File: src/rtl/video_timing_gen_pkg.sv
// Shared 720p60 raster constants and counter types for the video timing generator.
package video_timing_pkg;

    localparam int DEF_ACTIVE_H      = 1280;
    localparam int DEF_H_FRONT_PORCH = 110;
    localparam int DEF_H_SYNC_WIDTH  = 40;
    localparam int DEF_H_BACK_PORCH  = 220;
    localparam int DEF_ACTIVE_V      = 720;
    localparam int DEF_V_FRONT_PORCH = 5;
    localparam int DEF_V_SYNC_WIDTH  = 5;
    localparam int DEF_V_BACK_PORCH  = 20;
    localparam int DEF_FPS           = 60;

    localparam int DEF_H_TOTAL = DEF_ACTIVE_H + DEF_H_FRONT_PORCH + DEF_H_SYNC_WIDTH + DEF_H_BACK_PORCH;
    localparam int DEF_V_TOTAL = DEF_ACTIVE_V + DEF_V_FRONT_PORCH + DEF_V_SYNC_WIDTH + DEF_V_BACK_PORCH;

    localparam int HCOUNT_W = 11;
    localparam int VCOUNT_W = 10;
    localparam int FC_W     = 6;

    typedef logic [HCOUNT_W-1:0] hcount_t;
    typedef logic [VCOUNT_W-1:0] vcount_t;
    typedef logic [FC_W-1:0]     fc_t;

endpackage

File: src/rtl/video_timing_gen_if.sv
// Raster timing bundle from the timing generator to the pattern stage and HDMI encoder.
interface video_timing_if;
    import video_timing_pkg::*;

    hcount_t hcount_out;
    vcount_t vcount_out;
    logic    hs_out;
    logic    vs_out;
    logic    ad_out;
    logic    nf_out;
    fc_t     fc_out;

    modport master (output hcount_out, vcount_out, hs_out, vs_out, ad_out, nf_out, fc_out);
    modport slave  (input  hcount_out, vcount_out, hs_out, vs_out, ad_out, nf_out, fc_out);

endinterface

File: src/rtl/video_timing_gen_mod_counter.sv
// Modulo-MOD counter with enable; wrap flags the increment that returns it to zero.
module mod_counter #(
    parameter int WIDTH = 8,
    parameter int MOD   = 256,
    parameter int INIT  = 0
) (
    input  logic             clk,
    input  logic             rst,
    input  logic             inc,
    output logic [WIDTH-1:0] value,
    output logic             wrap
);

    assign wrap = inc && (value == WIDTH'(MOD - 1));

    always_ff @(posedge clk) begin
        if (rst) begin
            value <= WIDTH'(INIT);
        end else if (inc) begin
            value <= wrap ? '0 : value + 1'b1;
        end
    end

endmodule

File: src/rtl/video_timing_gen.sv
// Raster timing generator: position counters plus registered sync/active/new-frame decode.
module video_timing_gen
    import video_timing_pkg::*;
#(
    parameter int ACTIVE_H      = DEF_ACTIVE_H,
    parameter int H_FRONT_PORCH = DEF_H_FRONT_PORCH,
    parameter int H_SYNC_WIDTH  = DEF_H_SYNC_WIDTH,
    parameter int H_BACK_PORCH  = DEF_H_BACK_PORCH,
    parameter int ACTIVE_V      = DEF_ACTIVE_V,
    parameter int V_FRONT_PORCH = DEF_V_FRONT_PORCH,
    parameter int V_SYNC_WIDTH  = DEF_V_SYNC_WIDTH,
    parameter int V_BACK_PORCH  = DEF_V_BACK_PORCH,
    parameter int FPS           = DEF_FPS,
    parameter bit SYNC_POL      = 1'b1
) (
    input  logic            clk_pixel_in,
    input  logic            rst_in,
    video_timing_if.master  vid
);

    localparam int H_TOTAL = ACTIVE_H + H_FRONT_PORCH + H_SYNC_WIDTH + H_BACK_PORCH;
    localparam int V_TOTAL = ACTIVE_V + V_FRONT_PORCH + V_SYNC_WIDTH + V_BACK_PORCH;

    localparam hcount_t H_ACT    = hcount_t'(ACTIVE_H);
    localparam hcount_t HS_START = hcount_t'(ACTIVE_H + H_FRONT_PORCH);
    localparam hcount_t HS_END   = hcount_t'(ACTIVE_H + H_FRONT_PORCH + H_SYNC_WIDTH);
    localparam vcount_t V_ACT    = vcount_t'(ACTIVE_V);
    localparam vcount_t VS_START = vcount_t'(ACTIVE_V + V_FRONT_PORCH);
    localparam vcount_t VS_END   = vcount_t'(ACTIVE_V + V_FRONT_PORCH + V_SYNC_WIDTH);

    hcount_t h, h_nxt;
    vcount_t v, v_nxt;
    fc_t     fc;
    logic    h_wrap, v_wrap, nf_nxt, fc_wrap_unused;

    // Position resets to the last pixel so the first edge after release lands on (0,0).
    mod_counter #(.WIDTH(HCOUNT_W), .MOD(H_TOTAL), .INIT(H_TOTAL - 1)) u_hcnt (
        .clk(clk_pixel_in), .rst(rst_in), .inc(1'b1), .value(h), .wrap(h_wrap)
    );

    mod_counter #(.WIDTH(VCOUNT_W), .MOD(V_TOTAL), .INIT(V_TOTAL - 1)) u_vcnt (
        .clk(clk_pixel_in), .rst(rst_in), .inc(h_wrap), .value(v), .wrap(v_wrap)
    );

    // Frame count steps on the same edge that raises nf_out, keeping the two aligned.
    mod_counter #(.WIDTH(FC_W), .MOD(FPS), .INIT(0)) u_fcnt (
        .clk(clk_pixel_in), .rst(rst_in), .inc(nf_nxt), .value(fc), .wrap(fc_wrap_unused)
    );

    always_comb begin
        h_nxt  = h_wrap ? '0 : h + 1'b1;
        v_nxt  = v;
        if (v_wrap) begin
            v_nxt = '0;
        end else if (h_wrap) begin
            v_nxt = v + 1'b1;
        end
        nf_nxt = (h_nxt == H_ACT) && (v_nxt == V_ACT);
    end

    // Output register: every flag is decoded from the position the counters move to on this edge.
    always_ff @(posedge clk_pixel_in) begin
        if (rst_in) begin
            vid.hcount_out <= '0;
            vid.vcount_out <= '0;
            vid.hs_out     <= ~SYNC_POL;
            vid.vs_out     <= ~SYNC_POL;
            vid.ad_out     <= 1'b0;
            vid.nf_out     <= 1'b0;
        end else begin
            vid.hcount_out <= h_nxt;
            vid.vcount_out <= v_nxt;
            vid.hs_out     <= ((h_nxt >= HS_START) && (h_nxt < HS_END)) ? SYNC_POL : ~SYNC_POL;
            vid.vs_out     <= ((v_nxt >= VS_START) && (v_nxt < VS_END)) ? SYNC_POL : ~SYNC_POL;
            vid.ad_out     <= (h_nxt < H_ACT) && (v_nxt < V_ACT);
            vid.nf_out     <= nf_nxt;
        end
    end

    assign vid.fc_out = fc;

endmodule
File: src/flat_wrapper.sv
// flat-port wrapper written by rule: the top's interface ports become plain ports
module video_timing_gen_flat import video_timing_pkg::*;
#(
    parameter int ACTIVE_H      = DEF_ACTIVE_H,
    parameter int H_FRONT_PORCH = DEF_H_FRONT_PORCH,
    parameter int H_SYNC_WIDTH  = DEF_H_SYNC_WIDTH,
    parameter int H_BACK_PORCH  = DEF_H_BACK_PORCH,
    parameter int ACTIVE_V      = DEF_ACTIVE_V,
    parameter int V_FRONT_PORCH = DEF_V_FRONT_PORCH,
    parameter int V_SYNC_WIDTH  = DEF_V_SYNC_WIDTH,
    parameter int V_BACK_PORCH  = DEF_V_BACK_PORCH,
    parameter int FPS           = DEF_FPS,
    parameter bit SYNC_POL      = 1'b1
)
  (clk_pixel_in, rst_in, vid_hcount_out, vid_vcount_out, vid_hs_out, vid_vs_out, vid_ad_out, vid_nf_out, vid_fc_out);
  video_timing_if vid_i ();
  input  logic clk_pixel_in;
  input  logic rst_in;
  output wire logic [$bits(vid_i.hcount_out)-1:0] vid_hcount_out;
  output wire logic [$bits(vid_i.vcount_out)-1:0] vid_vcount_out;
  output wire logic [$bits(vid_i.hs_out)-1:0] vid_hs_out;
  output wire logic [$bits(vid_i.vs_out)-1:0] vid_vs_out;
  output wire logic [$bits(vid_i.ad_out)-1:0] vid_ad_out;
  output wire logic [$bits(vid_i.nf_out)-1:0] vid_nf_out;
  output wire logic [$bits(vid_i.fc_out)-1:0] vid_fc_out;
  assign vid_hcount_out = vid_i.hcount_out;
  assign vid_vcount_out = vid_i.vcount_out;
  assign vid_hs_out = vid_i.hs_out;
  assign vid_vs_out = vid_i.vs_out;
  assign vid_ad_out = vid_i.ad_out;
  assign vid_nf_out = vid_i.nf_out;
  assign vid_fc_out = vid_i.fc_out;
  video_timing_gen #(.ACTIVE_H(ACTIVE_H), .H_FRONT_PORCH(H_FRONT_PORCH), .H_SYNC_WIDTH(H_SYNC_WIDTH), .H_BACK_PORCH(H_BACK_PORCH), .ACTIVE_V(ACTIVE_V), .V_FRONT_PORCH(V_FRONT_PORCH), .V_SYNC_WIDTH(V_SYNC_WIDTH), .V_BACK_PORCH(V_BACK_PORCH), .FPS(FPS), .SYNC_POL(SYNC_POL)) u_core (.clk_pixel_in(clk_pixel_in), .rst_in(rst_in), .vid(vid_i));
endmodule
File: config.mk
export PLATFORM = sky130hd
export DESIGN_NAME = video_timing_gen_flat
export DESIGN_NICKNAME = d
export VERILOG_FILES = /design/src/rtl/video_timing_gen_pkg.sv /design/src/rtl/video_timing_gen_if.sv /design/src/rtl/video_timing_gen_mod_counter.sv /design/src/rtl/video_timing_gen.sv /design/src/flat_wrapper.sv
export SDC_FILE = /design/constraint.sdc
export NUM_CORES = 1
export LEC_CHECK = 0
export CELL_PAD_IN_SITES_DETAIL_PLACEMENT = 2
export CELL_PAD_IN_SITES_GLOBAL_PLACEMENT = 2
export CORE_MARGIN = 2
export CORE_UTILIZATION = 34
export DETAILED_ROUTE_END_ITERATION = 10
export GPL_TIMING_DRIVEN = 0
export PLACE_DENSITY_LB_ADDON = 0.1
export SYNTH_ARGS = -nofsm -noshare
export SYNTH_HDL_FRONTEND = slang
export SYNTH_HIERARCHICAL = 1
export SYNTH_SLANG_ARGS = --single-unit
File: constraint.sdc
create_clock -name clk_pixel_in -period 5.9 [get_ports clk_pixel_in]
set_clock_uncertainty 0.05 [all_clocks]
set_input_delay 1.18 -clock clk_pixel_in [delete_from_list [all_inputs] [get_ports clk_pixel_in]]
set_output_delay 1.18 -clock clk_pixel_in [all_outputs]
set_load 0.01 [all_outputs]
**Word-level counts from Yosys, hierarchy flattened**

Cells that the tools add are included.
Widths: inputs -> output; s select.

- Bits of input ports: 2
- Register bits after elaboration: 52
- Output and inout bits: 31
- Word-level logic and storage cells: 36

- $lt $le $gt $ge: 6
- Equality and inequality tests: 5
- Add/sub/neg operators: 3
- Multiplexer cells: 7
- Reductions and logical operators: 6

Operators by type and width:

| kind | number |
|---|---|
| $mux 10 | 3 |
| $eq 11x11->1 const B | 2 |
| $lt 11x11->1 const B | 2 |
| $eq 10x10->1 const B | 2 |
| $lt 10x10->1 const B | 2 |
| $add 11x1->11 const B | 1 |
| $ge 11x11->1 const B | 1 |
| $mux 11 | 1 |
| $add 10x1->10 const B | 1 |
| $ge 10x10->1 const B | 1 |
| $add 6x1->6 const B | 1 |
| $eq 6x6->1 const B | 1 |
| $logic_and 1x1->1 | 6 |
| $mux 6 | 1 |
| $mux 1 | 2 |

**Longest topological paths before layout**

Gate-level depths: netlist (run 1).

- Word-level depth: 7
- Mapped depth: 17

**By module**

The synthesis (run 1) kept the hierarchy.

Modules (own cells, without submodules):

| module | instances | sequential area each (um^2) | cells an instance | area each (um^2) |
|---|---|---|---|---|
| video_timing_gen | 1 | 500.5 | 184 | 1,488.9 |
| mod_counter at u_core.u_hcnt | 1 | 220.2 | 60 | 561.8 |
| mod_counter at u_core.u_vcnt | 1 | 200.2 | 59 | 531.8 |
| mod_counter at u_core.u_fcnt | 1 | 120.1 | 29 | 264.0 |

**Least setup slack after synthesis (run 1)**

OpenSTA, ideal clock, no wires.

- Path kind: register to register
- Start: register u_core.u_hcnt.value[0]
- End: register u_core.u_fcnt.value[5]
- Path buffers: 3
- Setup slack: 1,505 ps
- Required time: 5,764 ps
- Library setup time: 86 ps
- Cell stages (with the launch flop): 16
- Arrival: 4,259 ps
- Cells stage by stage: dfxtp_1 -> ha_1 -> nand4b_1 -> and4bb_4 -> and2_4 -> buf_6 -> buf_4 -> nand3_2 -> nor3_2 -> clkbuf_1 -> o22ai_1 -> or4_4 -> nor4b_1 -> nand4_1 -> or3_1 -> a211oi_1

- Word-level cells in the longest chain between the ends: 7

Ends and longest elaborated chain:

| element | RTL line | source |
|---|---|---|
| start: declaration | video_timing_gen_mod_counter.sv:10 | `output logic [WIDTH-1:0] value,` |
| start signal: assignment | video_timing_gen_mod_counter.sv:18 | `value <= WIDTH'(INIT);` |
| start signal: assignment | video_timing_gen_mod_counter.sv:20 | `value <= wrap ? '0 : value + 1'b1;` |
| $eq 11x11->1 * | video_timing_gen_mod_counter.sv:14 | `assign wrap = inc && (value == WIDTH'(MOD - 1));` |
| via u_core.h_wrap | video_timing_gen.sv:34 | `logic h_wrap, v_wrap, nf_nxt, fc_wrap_unused;` |
| $logic_and 1x1->1 * | video_timing_gen_mod_counter.sv:14 |  |
| via u_core.v_wrap | video_timing_gen.sv:34 |  |
| $mux 10 * | video_timing_gen.sv:53 | `if (v_wrap) begin` |
| $eq 10x10->1 * | video_timing_gen.sv:58 | `nf_nxt = (h_nxt == H_ACT) && (v_nxt == V_ACT);` |
| $logic_and 1x1->1 * | video_timing_gen.sv:58 |  |
| via u_core.nf_nxt | video_timing_gen.sv:34 |  |
| $logic_and 1x1->1 | video_timing_gen_mod_counter.sv:14 |  |
| $mux 6 | video_timing_gen_mod_counter.sv:20 |  |
| end signal: assignment | video_timing_gen_mod_counter.sv:18 |  |
| end signal: assignment | video_timing_gen_mod_counter.sv:20 |  |
| end: declaration | video_timing_gen_mod_counter.sv:10 |  |

Mark *: on every way through the listed nets, which the timed path passes. The rest lies on a longest branch.
A chain may end at the register's enable or synchronous reset.

**Worst setup path after layout (run 1)**

Ends and elaborated chain as after synthesis.

==> reports/results.ini, run 1 <==
[sta]
fin_tns_setup_ns=0
rsz0062_at_grt=no
worst_slack_ns=0.5852
drv_slew=0
min_period_ns=5.315
worstMarginPinSlew_ns=0.6591
fin_crit_sh=0.9008
slew_headroom=0.5594
finalHoldViolations=0
max_freq_mhz=188.2
setup_violations=0

[placed_design]
pre_cts_ws_ns=-0.01683
dpl.cell_count=473
gp_congestion=0.7956
hpwl_um=6079
io_buffers=32

[global_route]
grt.met1_usage=0.2631
top_usage_layer=met2
grt_max_degree=16
grtUsageMet2=0.3216
grt_pass1_vias=2697
grt_overflow=0
grt_antenna_before_repair=0
grt_use_met3=0.02846
grtUsageTotal=0.1957
grt_pass1_wl_um=13940

[floorplanning]
dieArea_mm2=0.009120
io_pins=33
die_y_um=95.50
core-area_mm2=0.008175
row_count=33
dieWidth_um=95.50
initial_core_util=0.3482

[min_path]
holdPathEnd=u_core/u_hcnt/value[2]$_SDFFE_PP0P_
hold_start=u_core/u_hcnt/value[2]$_SDFFE_PP0P_
hold_path_class=reg2reg
holdPathStages=2

[detailed_routing]
num_vias=2686
drcViolationCount=0
drtIter0Drc=60
drt_first_pass_iters=4
via_per_inst=5.584
wl_um=8294
wl_per_cell_um=17.24
antenna_left=0

[clock_network]
clkTransAtPathRegs_ns=0.10
postCtsHoldBufs=0
clockRootBuffer=clkbuf_8
htreeDepth=2
cts_buffer_depth=2
cts_tree=done
numCtsBuffers=5
cts.sinks=52
clk_latency_ns=0.31

[logic_synthesis]
synth_cell_types=67
async_flop_share=0
syn_avg_cell_area_um2=8.574
synth-compound-area-share=0.1609
synth_xor_area_frac=0.09538
synth_top_family_by_area=simple AND/OR/NAND/NOR gates
synthMuxAreaShare=0.01055
netlist_instances=332
synth_edf_count=0
yosys_warnings=6
synth_ff_type=dfxtp_1
synth_area_mm2=0.002846
synthAdderAreaFrac=0.03077
synth-simple-area-share=0.2840
ys_seq_elements=52
seq_area_frac_synth=0.3657

[power_and_ir_drop]
netSwitchingPower_mw=0.4411
pwr-share-seq=0.409
p_per_area_mw_per_mm2=351.1
p_int_mw=0.7685
pwr-share-clk=0.226
p_comb_frac=0.366
peakVddDrop_v=0.0001196
p_sw_frac=0.3647
p_leak_nw=1.205

[worst_setup_path]
critPathRequiredTime_ns=6.08
crit_type=reg2reg
critical_path.startpoint_type=flip-flop
endpoint_kind=flip-flop
worst_r2r_endpoint=u_core/u_fcnt/value[5]$_SDFFE_PP0P_
critPathMaxFanout=11
r2r_slack_ns=0.59
r2r_start=u_core/u_hcnt/value[0]$_SDFFE_PP1P_
critPathArrivalTime_ns=5.49
rr_worst_depth=15

[final_layout]
final_nets=384
regArea_mm2=0.001041
drive_gt1_frac=0.08245
syn_to_final_growth_pct=21.05
stdcell_count=481
fin_util=0.4215
multi_input_area_mm2=0.001680
fillers=920
diodes=0

[flow_run]
maxCapViolCount=0

[status]
status=complete, no violations

-- sequential cells by signal, indices dropped and copies added (netlist names) --
register and count:
u_core/u_hcnt/value 11, u_core/vid.hcount_out 11, u_core/u_vcnt/value 10, u_core/vid.vcount_out 10
u_core/u_fcnt/value 6, u_core/vid.ad_out 1, u_core/vid.hs_out 1, u_core/vid.nf_out 1
u_core/vid.vs_out 1
-- metal layers --
metal | share of wire | vias up
met2 | 0.48 | 43
met5 | 0 | -
met4 | 0.016 | 0
li1 | - | 1293
met1 | 0.48 | 1340
met3 | 0.023 | 10
-- Yosys cell counts, types with 3 or more instances --
cell type / n / share of area
nor2_1: 33 / 0.044
and4_1: 6 / 0.018
nor4b_1: 4 / 0.012
o31ai_1: 3 / 0.0079
o21a_1: 4 / 0.011
ha_1: 7 / 0.031
nand4_1: 14 / 0.031
nand3_1: 12 / 0.021
nand2_1: 16 / 0.021
o21ai_0: 13 / 0.023
nor3_1: 15 / 0.026
xnor2_1: 16 / 0.049
clkbuf_1: 14 / 0.018
or3_1: 5 / 0.011
inv_1: 11 / 0.015
o21bai_1: 6 / 0.016
and3_1: 4 / 0.0088
xor2_1: 15 / 0.046
buf_4: 3 / 0.0079
a21oi_1: 10 / 0.018
mux2i_1: 3 / 0.011
o22ai_1: 3 / 0.0066
nand2b_1: 5 / 0.011
nand3b_1: 4 / 0.011
dfxtp_1: 52 / 0.37
-- logic make-up (layout without fill, tap and decap cells) --
kind of cell / after synthesis / after routing
buffers and inverters: 33 / 73
flip-flops: 52 / 52
AO/OA/AOI/OAI: 65 / 65
AND/OR/NAND/NOR: 140 / 140
other: 1 / 5
XOR/XNOR: 31 / 31
multiplexers: 3 / 3
adder cells (fa/ha/maj): 7 / 7
-- how the worst max path moves through the flow --
stage                                        start                             endpoint  slack, ns  cells after the start
2_1_floorplan  u_core/u_hcnt/value[0]$_SDFFE_PP1P_  u_core/u_fcnt/value[5]$_SDFFE_PP0P_       1.51                     15
3_3_place_gp   u_core/u_hcnt/value[0]$_SDFFE_PP1P_  u_core/u_fcnt/value[5]$_SDFFE_PP0P_       0.25                     15
3_5_place_dp   u_core/u_hcnt/value[0]$_SDFFE_PP1P_  u_core/u_fcnt/value[5]$_SDFFE_PP0P_      -0.02                     15
4_1_cts        u_core/u_hcnt/value[0]$_SDFFE_PP1P_  u_core/u_fcnt/value[5]$_SDFFE_PP0P_       0.41                     15
5_1_grt        u_core/u_hcnt/value[0]$_SDFFE_PP1P_  u_core/u_fcnt/value[5]$_SDFFE_PP0P_       0.08                     15
6_report       u_core/u_hcnt/value[0]$_SDFFE_PP1P_  u_core/u_fcnt/value[5]$_SDFFE_PP0P_       0.59                     15
-- area by class of cell --
| cell class | instances | area share |
|---|---|---|
| clock inverters | 1 | 0.008715 |
| multi-input cells | 251 | 0.4877 |
| clock buffers | 7 | 0.02796 |
| plain buffers | 22 | 0.03050 |
| inverters | 11 | 0.01198 |
| well taps | 105 | 0.03813 |
| repair buffers | 32 | 0.09296 |
| flip-flops and latches | 52 | 0.3021 |
-- power groups by stage --
stage	clock network (mW)	logic, mW	registers [mW]
floorplan	0	0.275	0.495
global placement	0	0.427	0.496
detailed placement	0	0.445	0.504
CTS	0.285	0.449	0.495
global route	0.299	0.495	0.506
finish	0.273	0.442	0.494
-- per-stage QoR --
step	power [mW]	hold slack, ns	cell area [um^2]
floorplan	0.7700	0.4402	2861
global placement	0.9231	0.4685	3313
detailed placement	0.9483	0.4886	3313
CTS	1.228	0.5028	3446
global route	1.300	0.5444	3446
finish	1.210	0.4979	3446
-- worst max-delay path, stage by stage, from the launching register on --
cell and delay (ns):
dfxtp_1 0.60, ha_1 0.23, nand4b_1 0.09, and4bb_4 0.37
and2_4 0.15, buf_6 0.13, buf_4 0.16, nand3_2 0.16
nor3_2 0.59, clkbuf_1 0.43, o22ai_1 0.15, or4_4 0.52
nor4b_2 0.64, nand4_1 0.30, or3_1 0.39, a211oi_1 0.25
-- placed cells by master, fill, tap and decap left out, types with 5 or more instances in the layout --
cell             count
nand3_1             12
clkbuf_8             7
conb_1               5
nand2b_1             5
nand2_1             16
xor2_1              15
inv_1               11
ha_1                 7
clkbuf_1            14
nor3_1              15
dfxtp_1             52
o21bai_1             6
clkdlybuf4s50_1     32
nor2_1              33
xnor2_1             16
o21ai_0             13
nand4_1             14
or3_1                5
a21oi_1             10
and4_1               6
-- timing repair --
| action | 4_1_cts | 5_1_grt |
|---|---|---|
| setup endpoints to repair | 2 | 0 |
| buffers inserted | 0 | 0 |
| gates resized for setup | 1 | 0 |
No activity file was read; power rests on OpenSTA's default activity.
==> run 2: changes to the inputs <==
--- a/config.mk
+++ b/config.mk
@@ -12,6 +12,7 @@
 export DETAILED_ROUTE_END_ITERATION = 10
 export GPL_TIMING_DRIVEN = 0
 export PLACE_DENSITY_LB_ADDON = 0.1
+export REMOVE_ABC_BUFFERS = 1
 export SYNTH_ARGS = -nofsm -noshare
 export SYNTH_HDL_FRONTEND = slang
 export SYNTH_HIERARCHICAL = 1
==> run 2 against run 1 <==
Effect of this change:
- sequential power up 4.7%
- global-route usage down 1.7 points
- maximum frequency up 0.80%
- sequential cell count unchanged
- core utilization down 1.4 points
- largest cell class unchanged
- sequential share of layout area up 1.0 points
- worst setup slack better by 0.042 ns
- largest power group unchanged
- critical path depth down 4
- via count down 6.5%
- non-clock buffer count down 22
- clock power down 6%
- register-to-register slack better by 0.04 ns
==> reports/results.ini, run 2 (synthesis results as in run 1) <==
[floorplanning]
core-area_mm2=0.008175
initial_core_util=0.3482
row_count=33
io_pins=33
dieArea_mm2=0.009120
die_y_um=95.50
dieWidth_um=95.50

[worst_setup_path]
path_delay_family=simple AND/OR/NAND/NOR gates
cp_num_buf_inv=0
critPathMaxFanout=31
r2r_slack_ns=0.63
setup.worst_path.start=u_core/u_hcnt/value[4]$_SDFFE_PP1P_
r2r_start=u_core/u_hcnt/value[4]$_SDFFE_PP1P_
cp_slowest_cell=nor4b_1
critPathRequiredTime_ns=6.06
crit_type=reg2reg
critPathArrivalTime_ns=5.43
worstPathCellList=and3_1, and4bb_4, and2_4, nand3_2, nor3_4, o22ai_1, or4_4, nor4b_1, nand4_1, or3_1, a211oi_1
critical_path.startpoint_type=flip-flop
worst_r2r_endpoint=u_core/u_fcnt/value[5]$_SDFFE_PP0P_
worstSetupEndpoint=u_core/u_fcnt/value[5]$_SDFFE_PP0P_
cp.depth=11
rr_worst_depth=11
slowest_delay_ns=0.85
endpoint_kind=flip-flop

[sta]
worstMarginPinSlew_ns=0.9588
min_period_ns=5.273
setup_violations=0
slew_headroom=0.3518
drv_slew=0
max_freq_mhz=189.7
finalHoldViolations=0
fin_tns_setup_ns=0
fin_crit_sh=0.8937
rsz0062_at_grt=no

[final_layout]
fillers=925
final_nets=362
diodes=0
drive_gt1_frac=0.06780
final_cell_mix=52 x dfxtp_1, 33 x nor2_1, 31 x clkdlybuf4s50_1, 16 x xnor2_1, 16 x nand2_1
largestRegisters=u_core/u_hcnt/value: 11 flops, u_core/vid.hcount_out: 11 flops
layout_commonest_cell=dfxtp_1
syn_to_final_growth_pct=17.01

[detailed_routing]
wl_per_cell_um=16.83
via_per_inst=5.473
drtIter0Drc=54
num_vias=2512
drt_first_pass_iters=4
wl_um=7724
antenna_left=0
drcViolationCount=0

[placed_design]
hpwl_um=5428
io_buffers=32
gp_congestion=0.8488

[power_and_ir_drop]
p_per_area_mw_per_mm2=352.1
peakVddDrop_v=0.0001856
power_mw=1.173
p_leak_nw=1.149

[flow_run]
maxCapViolCount=0

[clock_network]
clk_latency_ns=0.30
postCtsHoldBufs=0
clkTransAtPathRegs_ns=0.10
numCtsBuffers=5
clockRootBuffer=clkbuf_8
cts_tree=done
cts_buffer_depth=2
htreeDepth=2
cts.sinks=52

[min_path]
hold_path_class=reg2reg
hold_start=u_core/u_fcnt/value[4]$_SDFFE_PP0P_

[global_route]
grt_overflow=0
grt_pass1_vias=2506
grtUsageTotal=0.1786
grt_max_degree=37
grt_antenna_before_repair=0
grt_pass1_wl_um=12880

[status]
status=complete, no violations

==> run 2: cell type report <==
type / count / area (um^2) / share of cell area
clock buffers: 6 / 82.58 / 0.02479
clock inverters: 2 / 38.79 / 0.01165
inverters: 11 / 41.29 / 0.01240
multi-input cells: 251 / 1680 / 0.5045
flip-flops and latches: 52 / 1041 / 0.3125
well taps: 105 / 131.4 / 0.03944
repair buffers: 32 / 315.3 / 0.09467
==> run 2: tightest hold or removal path, cell delays in order, from the launching register on <==
cell,delay [ns]
dfxtp_1,0.34
o21ai_0,0.08
a21oi_1,0.06
==> run 2: power by group <==
| part | switching, mW | internal, mW | leakage, nW |
|---|---|---|---|
| logic | 0.210 | 0.188 | 0.661 |
| registers | 0.102 | 0.415 | 0.427 |
| clock network | 0.118 | 0.139 | 0.0614 |
==> run 2: per-layer routing <==
layer	GRT usage	share of wire	vias to the layer above
li1	-	-	1244
met1	0.2451	0.50	1229
met2	0.2940	0.47	33
met3	0.02846	0.023	6
met4	0.04167	0.0074	0
met5	0	0	-
==> run 2: metrics by stage <==
step	area (um^2)	hold slack, ns	std cells	utilization	worst slack, ns
2_1_floorplan	2756	0.4546	314	-	1.549
3_3_place_gp	3208	0.4570	451	0.3924	0.4406
3_5_place_dp	3208	0.4702	451	0.3924	0.2803
4_1_cts	3329	0.4876	459	0.4073	0.2039
5_1_grt	3331	0.5426	459	0.4074	0.1005
6_report	3331	0.4797	459	0.4074	0.6273
==> run 2: worst min-delay path by stage <==
stage | to | slack [ns] | cells past startpoint
2_1_floorplan | u_core/u_vcnt/value[8]$_SDFFE_PP0P_ | 0.45 | 2
3_3_place_gp | u_core/u_fcnt/value[4]$_SDFFE_PP0P_ | 0.46 | 2
3_5_place_dp | u_core/u_fcnt/value[4]$_SDFFE_PP0P_ | 0.47 | 2
4_1_cts | u_core/u_fcnt/value[4]$_SDFFE_PP0P_ | 0.49 | 2
5_1_grt | u_core/u_fcnt/value[4]$_SDFFE_PP0P_ | 0.54 | 2
6_report | u_core/u_fcnt/value[4]$_SDFFE_PP0P_ | 0.48 | 2
==> run 2: timing repair <==
action	CTS	global route
setup buffers	0	0
gates resized for setup	0	1
hold endpoints to repair	0	0
setup endpoints to repair	0	5
